## src/rtl/adder_pkg.sv

```systemverilog
// ============================================================================
//  Module      : adder_pkg
//  Description : Shared constants, FSM encodings and nibble-count helper for
//                the nibble-serial adder.
//  Revision    : 1.0 - initial release
// ============================================================================
`default_nettype none

package adder_pkg;

    localparam int NIBBLE_W = 4;

    localparam logic [1:0] ST_IDLE = 2'd0;
    localparam logic [1:0] ST_ADD  = 2'd1;
    localparam logic [1:0] ST_DONE = 2'd2;

    function automatic int nib_count(input int width);
        return width / NIBBLE_W;
    endfunction

endpackage

`default_nettype wire

```

## src/rtl/RCA_4bit.sv

```systemverilog
// ============================================================================
//  Module      : RCA_4bit
//  Description : Nibble-wide ripple-carry adder used as the serial datapath.
//  Revision    : 1.0 - initial release
// ============================================================================
`default_nettype none

module RCA_4bit
    import adder_pkg::*;
(
    input  logic [NIBBLE_W-1:0] i_a,
    input  logic [NIBBLE_W-1:0] i_b,
    input  logic                i_cin,
    output logic [NIBBLE_W-1:0] o_sum,
    output logic                o_cout
);

    logic w_c;

    always_comb begin
        w_c   = i_cin;
        o_sum = '0;
        for (int i = 0; i < NIBBLE_W; i++) begin
            o_sum[i] = i_a[i] ^ i_b[i] ^ w_c;
            w_c      = (i_a[i] & i_b[i]) | (w_c & (i_a[i] ^ i_b[i]));
        end
        o_cout = w_c;
    end

endmodule

`default_nettype wire

```

## src/rtl/nibble_serial_adder.sv

```systemverilog
// ============================================================================
//  Module      : nibble_serial_adder
//  Description : WIDTH-bit adder evaluated one nibble per clock, LSB first,
//                with valid/ready handshakes on operands and result.
//  Revision    : 1.0 - initial release
// ============================================================================
`default_nettype none

module nibble_serial_adder
    import adder_pkg::*;
#(
    parameter int WIDTH = 16
)(
    input  logic             clk,
    input  logic             rst_n,
    input  logic             in_valid,
    output logic             in_ready,
    input  logic [WIDTH-1:0] a,
    input  logic [WIDTH-1:0] b,
    input  logic             cin,
    output logic             out_valid,
    input  logic             out_ready,
    output logic [WIDTH-1:0] sum,
    output logic             cout,
    output logic             ovf
);

    localparam int                NIB      = nib_count(WIDTH);
    localparam int                IDX_W    = (NIB > 1) ? $clog2(NIB) : 1;
    localparam logic [IDX_W-1:0]  LAST_IDX = IDX_W'(NIB - 1);

    logic [1:0]          r_state;
    logic [1:0]          w_next_state;
    logic [WIDTH-1:0]    r_a;
    logic [WIDTH-1:0]    r_b;
    logic [WIDTH-1:0]    r_sum;
    logic                r_carry;
    logic                r_cout;
    logic                r_ovf;
    logic [IDX_W-1:0]    r_idx;

    logic [NIBBLE_W-1:0] w_a_nib;
    logic [NIBBLE_W-1:0] w_b_nib;
    logic [NIBBLE_W-1:0] w_nsum;
    logic                w_nco;
    logic                w_accept;
    logic                w_last;

    assign w_a_nib  = r_a[r_idx*NIBBLE_W +: NIBBLE_W];
    assign w_b_nib  = r_b[r_idx*NIBBLE_W +: NIBBLE_W];
    assign w_accept = in_valid && (r_state == ST_IDLE);
    assign w_last   = (r_state == ST_ADD) && (r_idx == LAST_IDX);

    RCA_4bit u_rca (
        .i_a    (w_a_nib),
        .i_b    (w_b_nib),
        .i_cin  (r_carry),
        .o_sum  (w_nsum),
        .o_cout (w_nco)
    );

    always_ff @(posedge clk or negedge rst_n) begin
        if (!rst_n) begin
            r_state <= ST_IDLE;
        end else begin
            r_state <= w_next_state;
        end
    end

    always_comb begin
        w_next_state = r_state;
        case (r_state)
            ST_IDLE: if (in_valid)  w_next_state = ST_ADD;
            ST_ADD:  if (w_last)    w_next_state = ST_DONE;
            ST_DONE: if (out_ready) w_next_state = ST_IDLE;
            default:                w_next_state = ST_IDLE;
        endcase
    end

    always_comb begin
        in_ready  = (r_state == ST_IDLE);
        out_valid = (r_state == ST_DONE);
    end

    // Sum is written in place nibble by nibble, so the previous result stays
    // visible until the next operation overwrites it.
    always_ff @(posedge clk or negedge rst_n) begin
        if (!rst_n) begin
            r_a     <= '0;
            r_b     <= '0;
            r_sum   <= '0;
            r_carry <= 1'b0;
            r_cout  <= 1'b0;
            r_ovf   <= 1'b0;
            r_idx   <= '0;
        end else if (w_accept) begin
            r_a     <= a;
            r_b     <= b;
            r_carry <= cin;
            r_idx   <= '0;
        end else if (r_state == ST_ADD) begin
            r_sum[r_idx*NIBBLE_W +: NIBBLE_W] <= w_nsum;
            r_carry <= w_nco;
            r_idx   <= r_idx + IDX_W'(1);
            if (w_last) begin
                r_cout <= w_nco;
                r_ovf  <= (r_a[WIDTH-1] == r_b[WIDTH-1]) && (w_nsum[NIBBLE_W-1] != r_a[WIDTH-1]);
            end
        end
    end

    assign sum  = r_sum;
    assign cout = r_cout;
    assign ovf  = r_ovf;

endmodule

`default_nettype wire

```

## config.mk

```make
export PLATFORM = sky130hd
export DESIGN_NAME = nibble_serial_adder
export DESIGN_NICKNAME = d
export VERILOG_FILES = /design/src/rtl/adder_pkg.sv /design/src/rtl/RCA_4bit.sv /design/src/rtl/nibble_serial_adder.sv
export SDC_FILE = /design/constraint.sdc
export NUM_CORES = 1
export LEC_CHECK = 0
export BUFFER_PORTS_ARGS = -buffer_cell sky130_fd_sc_hd__buf_2
export CORE_ASPECT_RATIO = 1.75
export CORE_MARGIN = 2
export CORE_UTILIZATION = 58
export CTS_CLUSTER_DIAMETER = 30
export DETAILED_ROUTE_END_ITERATION = 6
export PLACE_DENSITY = 0.84
export SKIP_LAST_GASP = 1
export SYNTH_ARGS = -nofsm -noshare
export SYNTH_HDL_FRONTEND = slang
export SYNTH_HIERARCHICAL = 1
export SYNTH_SLANG_ARGS = --single-unit
```

## constraint.sdc

```tcl
create_clock -name clk -period 9.67 [get_ports clk]
set_input_delay 1.934 -clock clk [delete_from_list [all_inputs] [get_ports clk]]
set_output_delay 1.934 -clock clk [all_outputs]
set_load 0.005 [all_outputs]
```

# Yosys cells after proc, flatten, opt, wreduce, memory -nomap -nowiden
# Cells that the tools add are included.
[totals] output_inout_bits=20 reg_bits=55 in_bits=37
[op_classes] reduce_logical=8 n_eq_ne=8 bitwise_logic=21 muxes=9 n_addsub=2 n_shift=4
[op_table] cell="negator 4 -> 34 bit" n=1
[op_table] cell="variable shift 4 x 34 -> 16 bit, first input constant" n=1
[op_table] cell="indexed part select 4 x 34 -> 16 bit" n=1
[op_table] cell="indexed part select 16 x 5 -> 4 bit" n=2
[op_table] cell="bitwise mux 16 bit" n=1
[op_table] cell="two-way mux 2 bit" n=5
[op_table] cell="bitwise AND 1 bit" n=8
[op_table] cell="bitwise XOR 1 bit" n=8
[op_table] cell="one-hot mux 2 bit (3 select lines)" n=1
[op_table] cell="AND reduction 3 bit" n=2
[op_table] cell="equality test 2 bit, second input constant" n=2
[op_table] cell="!= test 2 bit, second input constant" n=2
[op_table] cell="OR 1 bit" n=4
[op_table] cell="logical AND 1 bit" n=3
[op_table] cell="adder 2 x 1 -> 2 bit, second input constant" n=1
[op_table] cell="equality test 2 x 1 -> 1 bit, second input constant" n=1
[op_table] cell="zero test 2 bit" n=1
[op_table] cell="two-way mux 1 bit" n=2
[op_table] cell="!= test 2 x 1 -> 1 bit, second input constant" n=1
[op_table] cell="AND reduction 2 bit" n=1
[op_table] cell="nonzero test 2 bit" n=1
[op_table] cell="equality test 1 bit" n=1
[op_table] cell="!= test 1 bit" n=1
[op_table] cell="NOT 1 bit" n=1

# Depth between registers and ports, before layout
# Gate-level depths: netlist (run 1).
[logic_depth] word_depth=12 mapped_depth=13 depth_no_buf=12

# Cells and area by module
# The synthesis (run 1) kept the hierarchy.
[modules_own_cells] module="nibble_serial_adder" cells_each=160 n_inst=1 seq_area_each_um2=1376.3 area_per_inst_um2=2467.4
[modules_own_cells] module="RCA_4bit" cells_each=14 n_inst=1 seq_area_each_um2=0.0 area_per_inst_um2=117.6

# Worst setup path before layout (run 1)
# OpenSTA, ideal clock, no wires.
[synth_path] path_kind="reg2reg" from="register r_idx[0]" to="register r_ovf, in the netlist ovf" path_stages_with_launch=14 path_slack_ps=6436 arrival_ps=3152 n_path_buf=1 setup_time_ps=83 required_ps=9587 synth_period_minus_slack_ps=3234 cell_sequence="dfrtp_1 > buf_4 > mux4_2 > fa_1 > inv_1 > fa_1 > inv_1 > fa_1 > inv_1 > fa_1 > inv_1 > nor3b_1 > a21oi_1 > o21ai_0"
[synth_between] elab_chain_len=11
[synth_rtl] element="from (decl)" line_no="nibble_serial_adder.sv:40" source="logic [IDX_W-1:0] r_idx;"
[synth_rtl] element="from (signal assigned)" line_no="nibble_serial_adder.sv:104" source="r_idx <= r_idx + IDX_W'(1);"
[synth_rtl] element="indexed part select 16 x 5 -> 4 bit *" line_no="nibble_serial_adder.sv:49" source="assign w_a_nib = r_a[r_idx*NIBBLE_W +: NIBBLE_W];"
[synth_rtl] element="via w_a_nib[0]" line_no="nibble_serial_adder.sv:42" source="logic [NIBBLE_W-1:0] w_a_nib;"
[synth_rtl] element="bitwise XOR 1 bit" line_no="RCA_4bit.sv:25" source="w_c = (i_a[i] & i_b[i]) | (w_c & (i_a[i] ^ i_b[i]));"
[synth_rtl] element="bitwise AND 1 bit" line_no="RCA_4bit.sv:25"
[synth_rtl] element="OR 1 bit *" line_no="RCA_4bit.sv:25"
[synth_rtl] element="bitwise AND 1 bit *" line_no="RCA_4bit.sv:25"
[synth_rtl] element="OR 1 bit *" line_no="RCA_4bit.sv:25"
[synth_rtl] element="bitwise AND 1 bit *" line_no="RCA_4bit.sv:25"
[synth_rtl] element="OR 1 bit *" line_no="RCA_4bit.sv:25"
[synth_rtl] element="bitwise XOR 1 bit *" line_no="RCA_4bit.sv:24" source="o_sum[i] = i_a[i] ^ i_b[i] ^ w_c;"
[synth_rtl] element="via w_nsum[3]" line_no="nibble_serial_adder.sv:44" source="logic [NIBBLE_W-1:0] w_nsum;"
[synth_rtl] element="!= test 1 bit *" line_no="nibble_serial_adder.sv:107" source="r_ovf <= (r_a[WIDTH-1] == r_b[WIDTH-1]) && (w_nsum[NIBBLE_W-1] != r_a[WIDTH-1]);"
[synth_rtl] element="logical AND 1 bit *" line_no="nibble_serial_adder.sv:107"
[synth_rtl] element="to (signal assigned)" line_no="nibble_serial_adder.sv:107"
[synth_rtl] element="to (decl)" line_no="nibble_serial_adder.sv:39" source="logic r_ovf;"
# Mark *: on every way through the listed nets, which the timed path passes. The rest lies on a longest branch.
# A chain may end at the register's enable or synchronous reset.

# Worst setup path after layout (run 1)
# Ends and elaborated chain as after synthesis.

==> impl_metrics.env, run 1 <==
export IMPL_status="finished clean"
export IMPL_layout_nets=279
export IMPL_fmax_mhz=267
export IMPL_setup_tns_ns=0
export IMPL_ys_types=26
export IMPL_io_pins=57
export IMPL_start_kind="register"
export IMPL_die_area_um2=5030
export IMPL_postCtsSetupRepairBufs=0
export IMPL_maxSlewHeadroom=0.470
export IMPL_area_growth_pct=15.5
export IMPL_dr_pass1_iters=4
export IMPL_fin_cells=284
export IMPL_io_buffers=56
export IMPL_post_drt_wl_per_cell_um=17.4
export IMPL_timing_rr_start="r_idx[0]"
export IMPL_setup_violations=0
export IMPL_rsz0062_at_grt="no"
export IMPL_synth_edff_count=0
export IMPL_start_util=0.592
export IMPL_die_x_um=54.5
export IMPL_synth_cells=174
export IMPL_timing_final_crit_share=0.388
export IMPL_skew_ns=0.00542
export IMPL_syn_nets=221
export IMPL_antenna_found_initial=0
export IMPL_p_leak_nw=1.45
export IMPL_ys_async_sr_fraction=1.00
export IMPL_post_route_util=0.684
export IMPL_chipHeight_um=92.3
export IMPL_first_global_vias=1697
export IMPL_r2r_setup_slack_ns=5.92
export IMPL_worstSetupStartpoint="r_idx[0]"
export IMPL_synth_area_um2=2580
export IMPL_htreeDepth=2
export IMPL_synth_seq_area_share=0.532
export IMPL_grt_util_all_layers=0.226
export IMPL_via_count=1622
export IMPL_worstSetupPathType="reg2reg"
export IMPL_grt_max_degree=56
export IMPL_first_iter_violations=44
export IMPL_wl_mm=4.93
export IMPL_cp_max_fo=16
export IMPL_hpwl_mm=3.63
export IMPL_drv_cap=0
export IMPL_drc=0
export IMPL_synth_avg_cell_area_um2=14.9
export IMPL_clockBufferDepth=2
export IMPL_hp_class="reg2reg"
export IMPL_hold_viol=0
export IMPL_rows=32
export IMPL_drive_above_1_share=0.481
export IMPL_ant_nets=0
export IMPL_n_antenna_cell=0
export IMPL_r2r_cells=12
export IMPL_p_per_area_nw_per_um2=376
export IMPL_clkSinkCount=55
export IMPL_period_needed_ns=3.75
export IMPL_ys_flop_type="dfrtp_1"
export IMPL_drv_slew=0
export IMPL_tightestPinTransition_ns=0.794
export IMPL_required_ns=9.89
export IMPL_cp_end_kind="register"
export IMPL_yosysWarnings=6
export IMPL_gr_total_overflow=0
export IMPL_avgViaCountPerCell=5.71
export IMPL_worst_skew_pair_late_latency_ns=0.30
export IMPL_root_buffer="clkbuf_8"
export IMPL_grt_pass1_wl_mm=8.12
export IMPL_cts_buffers=5
export IMPL_critPathArrivalTime_ns=3.97
export IMPL_core_um2=4360
export IMPL_post_place_cells=276
export IMPL_cts_clk_slew_worst_paths_ns=0.10
export IMPL_cts_tree="yes"
export IMPL_holdWs_ns=0.491
export IMPL_ctsHoldBuffers=0
export IMPL_r2r_end="ovf"
export IMPL_power_total_w=0.00112
export IMPL_cts_resized=0
export IMPL_cp_endpoint="ovf"
export IMPL_ir_drop_mv=0.240
export IMPL_synth_seq_cells=55
export IMPL_place_congestion=0.800
## cells in the mapped netlist (3+ instances only)
| cell | number | area share |
|---|---|---|
| dfrtp_1 | 55 | 0.53 |
| a22o_1 | 16 | 0.054 |
| nand3b_1 | 5 | 0.015 |
| ha_1 | 6 | 0.029 |
| nor2_1 | 3 | 0.0044 |
| mux4_2 | 8 | 0.070 |
| fa_1 | 4 | 0.031 |
| buf_6 | 4 | 0.017 |
| nand2_1 | 4 | 0.0058 |
| o21ai_0 | 4 | 0.0077 |
| mux2_2 | 32 | 0.14 |
| inv_1 | 15 | 0.022 |
## worst max-delay path, cell delays in order, from the launching register on
cell and delay [ns]:
dfrtp_1 0.87, mux4_2 0.62, fa_1 0.43, inv_1 0.08
fa_1 0.15, inv_1 0.05, fa_1 0.35, inv_1 0.08
fa_1 0.40, inv_1 0.20, nor3b_1 0.22, a21oi_1 0.07
o21ai_0 0.16
## state kept, by name, indices dropped and copies added, names as in the netlist
name	count
cout	1
r_b	16
r_idx	2
r_state	2
r_a	16
sum	16
ovf	1
r_carry	1
## kinds of logic after synthesis
family                     share of synthesized area
AOI/OAI and AO/OA                             0.0721
and+or+nand+nor                               0.0799
muxes                                          0.209
adders and majority gates                     0.0600
DFF                                            0.532
buffers and inverters                         0.0465
## power by group
part           internal [W]  leakage [nW]  total [W]  switching (W)
logic              0.000269         0.713   0.000552       0.000284
registers          0.000338         0.684   0.000435      0.0000974
clock network     0.0000655        0.0515   0.000137      0.0000712
## final cells by class
cell class	count	area, µm²
fillers	330	1380
flip-flops and latches	55	1380
multi-input cells	97	1090
repair buffers	58	295
clock buffers	8	100
well taps	51	63.8
inverters	15	56.3
## cells in the final DEF, fill, tap and decap left out, drive strengths merged
cell,n
nor4b,2
nor2,3
a211oi,1
nand2b,2
nor2b,1
inv,15
dfrtp,55
fa,4
clkbuf,8
o22ai,1
a22o,16
o211ai,1
mux4,8
a21oi,1
nand3b,7
nor4,2
ha,6
buf,58
o21ai,4
nor3b,2
nand2,4
mux2,32
## layer usage
layer	vias up	GRT usage	part of all wire
li1	738	-	-
met1	817	0.271	0.38
met2	59	0.388	0.56
met3	8	0.0452	0.042
met4	0	0.0792	0.013
met5	-	0	0
## through the flow
| stage | area [µm²] | worst slack [ns] |
|---|---|---|
| 2_1_floorplan | 2580 | 6.44 |
| 3_3_place_gp | 2890 | 6.10 |
| 3_5_place_dp | 2890 | 5.93 |
| 4_1_cts | 2990 | 5.92 |
| 5_1_grt | 2990 | 5.61 |
| 6_report | 2990 | 5.92 |
## how the worst min path moves through the flow
stage | startpoint | end | slack, ns | cells after the start
floorplan | cout | cout | 0.47 | 2
global placement | cout | cout | 0.46 | 2
detailed placement | cout | cout | 0.48 | 2
CTS | cout | cout | 0.50 | 2
global route | sum[3] | sum[3] | 0.52 | 1
finish | cout | cout | 0.49 | 2
No activity file was read; power rests on OpenSTA's default activity.
==> inputs of run 2 (changes only) <==
- CORE_UTILIZATION: 58 -> 54
- PLACE_DENSITY: 0.84 -> 0.78
- clock period: 9.67 -> 3.78 ns (I/O delays scaled with it)
==> impl_metrics.env, run 2 (same netlist as run 1, synthesis figures left out) <==
export IMPL_postCtsSetupRepairBufs=0
export IMPL_p_leak_nw=1.47
export IMPL_layout_commonest_cell="buf_2"
export IMPL_antenna_found_initial=0
export IMPL_cts_tree="yes"
export IMPL_setup_violations=0
export IMPL_drv_cap=0
export IMPL_period_needed_ns=3.29
export IMPL_worst_skew_pair_late_latency_ns=0.31
export IMPL_timing_final_crit_share=0.869
export IMPL_io_buffers=56
export IMPL_final_cell_mix="56 x buf_2, 55 x dfrtp_1, 32 x mux2_2"
export IMPL_hpwl_mm=3.66
export IMPL_start_kind="register"
export IMPL_post_route_util=0.647
export IMPL_ant_nets=0
export IMPL_rows=33
export IMPL_drt_met1_wl_mm=1.95
export IMPL_ir_drop_mv=0.618
export IMPL_wl_met2_mm=2.55
export IMPL_core_um2=4670
export IMPL_clockBufferDepth=2
export IMPL_power_total_w=0.00292
export IMPL_first_iter_violations=18
export IMPL_tightestPinTransition_ns=0.820
export IMPL_die_x_um=56.3
export IMPL_post_drt_wl_per_cell_um=16.6
export IMPL_hp_class="reg2reg"
export IMPL_grt_max_degree=39
export IMPL_holdWs_ns=0.499
export IMPL_chipHeight_um=95.5
export IMPL_die_area_um2=5380
export IMPL_cp_end_kind="register"
export IMPL_gr_total_overflow=0
export IMPL_avgViaCountPerCell=5.55
export IMPL_drv_slew=0
export IMPL_critPathArrivalTime_ns=3.52
export IMPL_cts_resized=0
export IMPL_dr_pass1_iters=4
export IMPL_cts_buffers=5
export IMPL_met3WireLength_um=198
export IMPL_first_global_vias=1693
export IMPL_cts_clk_slew_worst_paths_ns=0.10
export IMPL_start_util=0.554
export IMPL_skew_ns=0.00397
export IMPL_required_ns=4.01
export IMPL_htreeDepth=2
export IMPL_fmax_mhz=304
export IMPL_n_antenna_cell=0
export IMPL_worstSetupPathType="reg2reg"
export IMPL_grt_pass1_wl_mm=8.27
export IMPL_status="finished clean"
export IMPL_drive_above_1_share=0.489
export IMPL_clkSinkCount=55
export IMPL_layout_nets=281
export IMPL_routed_top_layer="met4"
export IMPL_hold_viol=0
export IMPL_grt_util_all_layers=0.202
export IMPL_area_growth_pct=16.8
export IMPL_maxSlewHeadroom=0.453
export IMPL_cp_max_fo=6
export IMPL_p_per_area_nw_per_um2=967
export IMPL_wl_mm=4.77
export IMPL_root_buffer="clkbuf_8"
export IMPL_drc=0
export IMPL_io_pins=57
export IMPL_setup_tns_ns=0
export IMPL_place_congestion=0.749
export IMPL_rsz0062_at_grt="no"
export IMPL_via_count=1592
export IMPL_ctsHoldBuffers=0
-- run 2: cell count changes in the layout (fill, tap and decap cells not counted) --
cell / delta
clkbuf_1: -1
clkbuf_8: -2
bufinv_16: +1
inv_6: +1
buf_4: +2
clkinv_4: +1
-- run 2: final cells by class --
cell class / instances / area [µm²]
clock buffer: 5 / 68.8
clock inverter: 3 / 47.5
fill: 362 / 1650
inverter: 15 / 56.3
multi-input combinational: 97 / 1090
sequential: 55 / 1380
tap: 52 / 65.1
timing repair buffer: 60 / 310
-- run 2: routing by layer --
metal	GRT usage	up-vias
li1	-	747
met2	0.358	47
met1	0.251	791
met5	0	-
met3	0.0353	7
met4	0.0655	0
-- run 2: worst max-delay path: stages, from the launching register on --
cell and delay, ns:
dfrtp_1 0.45, mux4_2 0.56, fa_1 0.43, inv_1 0.07, fa_1 0.16, inv_1 0.05, fa_1 0.35, inv_1 0.07
fa_1 0.40, inv_1 0.18, nor3b_1 0.24, a21oi_1 0.07, o21ai_0 0.16
-- run 2: final timing paths --
path / slack (ns) / cells after the start / from / end
worst max-delay path: 0.49 / 12 / r_idx[0] / ovf
min in group asynchronous: 0.53 / 1 / rst_n / r_a[4]
worst max register to register: 0.49 / 12 / r_idx[0] / ovf
max in group asynchronous: 2.50 / 2 / rst_n / r_a[3]
worst min-delay path: 0.50 / 2 / cout / cout
worst min register to register: 0.50 / 2 / cout / cout
-- run 2: report_power, final --
group | internal (W) | switching, W | leakage (nW)
sequential | 0.000865 | 0.000192 | 0.684
combinational | 0.000706 | 0.000756 | 0.723
clock | 0.000201 | 0.000200 | 0.0587
-- run 2: per-stage QoR --
stage / std cells / cell area [µm²] / setup slack, ns
after floorplan: 174 / 2580 / 0.546
after global placement: 279 / 2900 / 0.652
after detailed placement: 279 / 2900 / 0.480
after CTS: 287 / 3020 / 0.465
after global routing: 287 / 3020 / 0.234
final: 287 / 3020 / 0.494
==> inputs of run 3 (changes only) <==
- ABC_AREA: not set -> 1
- CORE_UTILIZATION: 54 -> 55
- PLACE_DENSITY: 0.78 -> 0.79
- SETUP_SLACK_MARGIN: not set -> 0.2
==> impl_metrics.env, run 3 <==
export IMPL_status="finished clean"
export IMPL_clkSinkCount=55
export IMPL_start_kind="register"
export IMPL_timing_rr_start="r_idx[1]"
export IMPL_io_pins=57
export IMPL_p_leak_nw=1.88
export IMPL_drc=0
export IMPL_hp_class="reg2reg"
export IMPL_skew_ns=0.0118
export IMPL_gr_total_overflow=0
export IMPL_ctsHoldBuffers=0
export IMPL_synth_area_leaders="dfrtp_1 48%, nand2_1 19%, nand3_1 7.0%, inv_1 4.7%, nor2_1 3.3%"
export IMPL_netSwitchingPower_w=0.00138
export IMPL_synth_top_cell_area_share=0.481
export IMPL_p_per_area_nw_per_um2=898
export IMPL_htreeDepth=2
export IMPL_rsz0062_at_grt="no"
export IMPL_period_needed_ns=3.25
export IMPL_cts_clk_slew_worst_paths_ns=0.10
export IMPL_setup_violations=0
export IMPL_ant_nets=0
export IMPL_place_congestion=0.840
export IMPL_antenna_found_initial=0
export IMPL_grt_util_all_layers=0.222
export IMPL_required_ns=4.00
export IMPL_layout_commonest_cell="nand2_1"
export IMPL_worstSetupStartpoint="r_idx[1]"
export IMPL_start_util=0.575
export IMPL_rows=34
export IMPL_grt_max_degree=37
export IMPL_postCtsSetupRepairBufs=0
export IMPL_grt_pass1_wl_mm=10.1
export IMPL_grt_use_met2=0.414
export IMPL_synth_seq_cells=55
export IMPL_ys_flop_type="dfrtp_1"
export IMPL_via_count=2344
export IMPL_timing_final_crit_share=0.861
export IMPL_final_cell_mix="143 x nand2_1, 56 x buf_2, 55 x dfrtp_1"
export IMPL_synth_edff_count=0
export IMPL_synth_cells=360
export IMPL_dr_pass1_iters=4
export IMPL_cts_tree="yes"
export IMPL_cts_resized=0
export IMPL_ys_types=21
export IMPL_cts_buffers=5
export IMPL_cp_end_kind="register"
export IMPL_maxSlewHeadroom=0.476
export IMPL_first_iter_violations=90
export IMPL_root_buffer="clkbuf_8"
export IMPL_worst_skew_pair_late_latency_ns=0.31
export IMPL_p_clk_frac=0.108
export IMPL_ir_drop_mv=0.526
export IMPL_synth_area_um2=2860
export IMPL_regArea_um2=1380
export IMPL_worstSetupPathType="reg2reg"
export IMPL_synth_largest_area_cell="dfrtp_1"
export IMPL_core_um2=4980
export IMPL_die_area_um2=5820
export IMPL_clockBufferDepth=2
export IMPL_multi_input_area_um2=1250
export IMPL_fmax_mhz=307
export IMPL_synth_most_common_cell="nand2_1"
export IMPL_n_antenna_cell=0
export IMPL_nFillCells=463
export IMPL_ys_top_cells_by_count="143 x nand2_1, 55 x dfrtp_1, 40 x nand3_1"
export IMPL_tightestPinTransition_ns=0.786
export IMPL_pwr_share_comb=0.539
export IMPL_cp_max_fo=17
export IMPL_area_growth_pct=12.4
export IMPL_layout_nets=457
export IMPL_yosysWarnings=6
export IMPL_drive_above_1_share=0.185
export IMPL_syn_nets=407
export IMPL_synth_seq_area_share=0.481
export IMPL_setup_tns_ns=0
export IMPL_hp_start="r_b[12]"
export IMPL_ys_async_sr_fraction=1.00
export IMPL_drv_cap=0
export IMPL_die_x_um=58.6
export IMPL_swShare=0.478
export IMPL_post_place_cells=457
export IMPL_hpwl_mm=4.35
export IMPL_avgViaCountPerCell=5.04
export IMPL_wl_mm=5.74
export IMPL_use_met3=0.0325
export IMPL_drv_slew=0
export IMPL_busiest_layer="met2"
export IMPL_post_drt_wl_per_cell_um=12.3
export IMPL_grtUsageMet1=0.246
export IMPL_critPathArrivalTime_ns=3.47
export IMPL_synth_avg_cell_area_um2=7.96
export IMPL_first_global_vias=2331
export IMPL_chipHeight_um=99.5
export IMPL_hold_viol=0
export IMPL_io_buffers=56
export IMPL_fin_cells=465
export IMPL_p_int_w=0.00151
export IMPL_seqPwrFrac=0.353
-- run 3: cell types whose count changed after synthesis, sizes merged, moves of 7 or more --
cell	delta
buf	+8
inv	+23
mux2	-32
mux4	-8
nand3	+42
nand2	+142
nor2	+25
o21ai	+10
o211ai	+9
nand3b	-7
a22o	-16
-- run 3: per-layer routing --
layer	vias up	routed length, µm
li1	1219	-
met4	0	97
met3	8	169
met5	-	0
met2	43	3190
met1	1074	2280
-- run 3: metrics by stage --
stage | utilization | hold WS [ns] | setup slack [ns] | area (µm²) | power [W]
5_1_grt | 0.647 | 0.513 | 0.273 | 3220 | 0.00319
3_3_place_gp | 0.630 | 0.456 | 0.716 | 3140 | 0.00254
6_report | 0.647 | 0.478 | 0.526 | 3220 | 0.00289
4_1_cts | 0.647 | 0.479 | 0.547 | 3220 | 0.00290
2_1_floorplan | - | 0.437 | 0.839 | 2860 | 0.00218
3_5_place_dp | 0.630 | 0.457 | 0.605 | 3140 | 0.00259
-- run 3: cell type report --
type | count | area share
Clock inverter | 1 | 0.00155
Multi-Input combinational cell | 251 | 0.388
Clock buffer | 7 | 0.0237
Timing Repair Buffer | 59 | 0.0941
Sequential cell | 55 | 0.428
Inverter | 38 | 0.0443
Tap cell | 54 | 0.0210
-- run 3: worst max-delay path, stage by stage, from the launching register on --
cell,delay (ns)
dfrtp_1,0.47
inv_1,0.40
nor2_1,0.09
o21ai_0,0.09
nand2_1,0.10
fa_1,0.42
inv_1,0.08
fa_1,0.16
inv_1,0.05
fa_1,0.36
inv_1,0.08
fa_1,0.41
inv_1,0.11
nand2_1,0.06
inv_1,0.08
nand2_1,0.04
o21ai_0,0.17
-- run 3: power by group through the flow --
stage	clock network (W)	registers (W)	logic [W]
5_1_grt	0.000335	0.00105	0.00180
4_1_cts	0.000316	0.00102	0.00157
6_report	0.000313	0.00102	0.00156
2_1_floorplan	0	0.000971	0.00121
3_3_place_gp	0	0.00103	0.00151
3_5_place_dp	0	0.00103	0.00155
-- run 3: final timing paths --
check                              to  slack, ns  depth (start not counted)
hold / removal                r_b[12]       0.48                          2
max in group asynchronous      sum[1]       2.49                          2
setup reg to reg              sum[15]       0.53                         16
hold reg to reg               r_b[12]       0.48                          2
setup / recovery              sum[15]       0.53                         16
min in group asynchronous  r_state[0]       0.52                          1
-- run 3: kinds of logic after synthesis --
group | count (synthesis) | share of synthesized area
AND/OR/NAND/NOR | 216 | 0.327
AO/OA/AOI/OAI | 25 | 0.0546
adder cells (fa/ha/maj) | 10 | 0.0542
flip-flops | 55 | 0.481
buffers and inverters | 54 | 0.0834
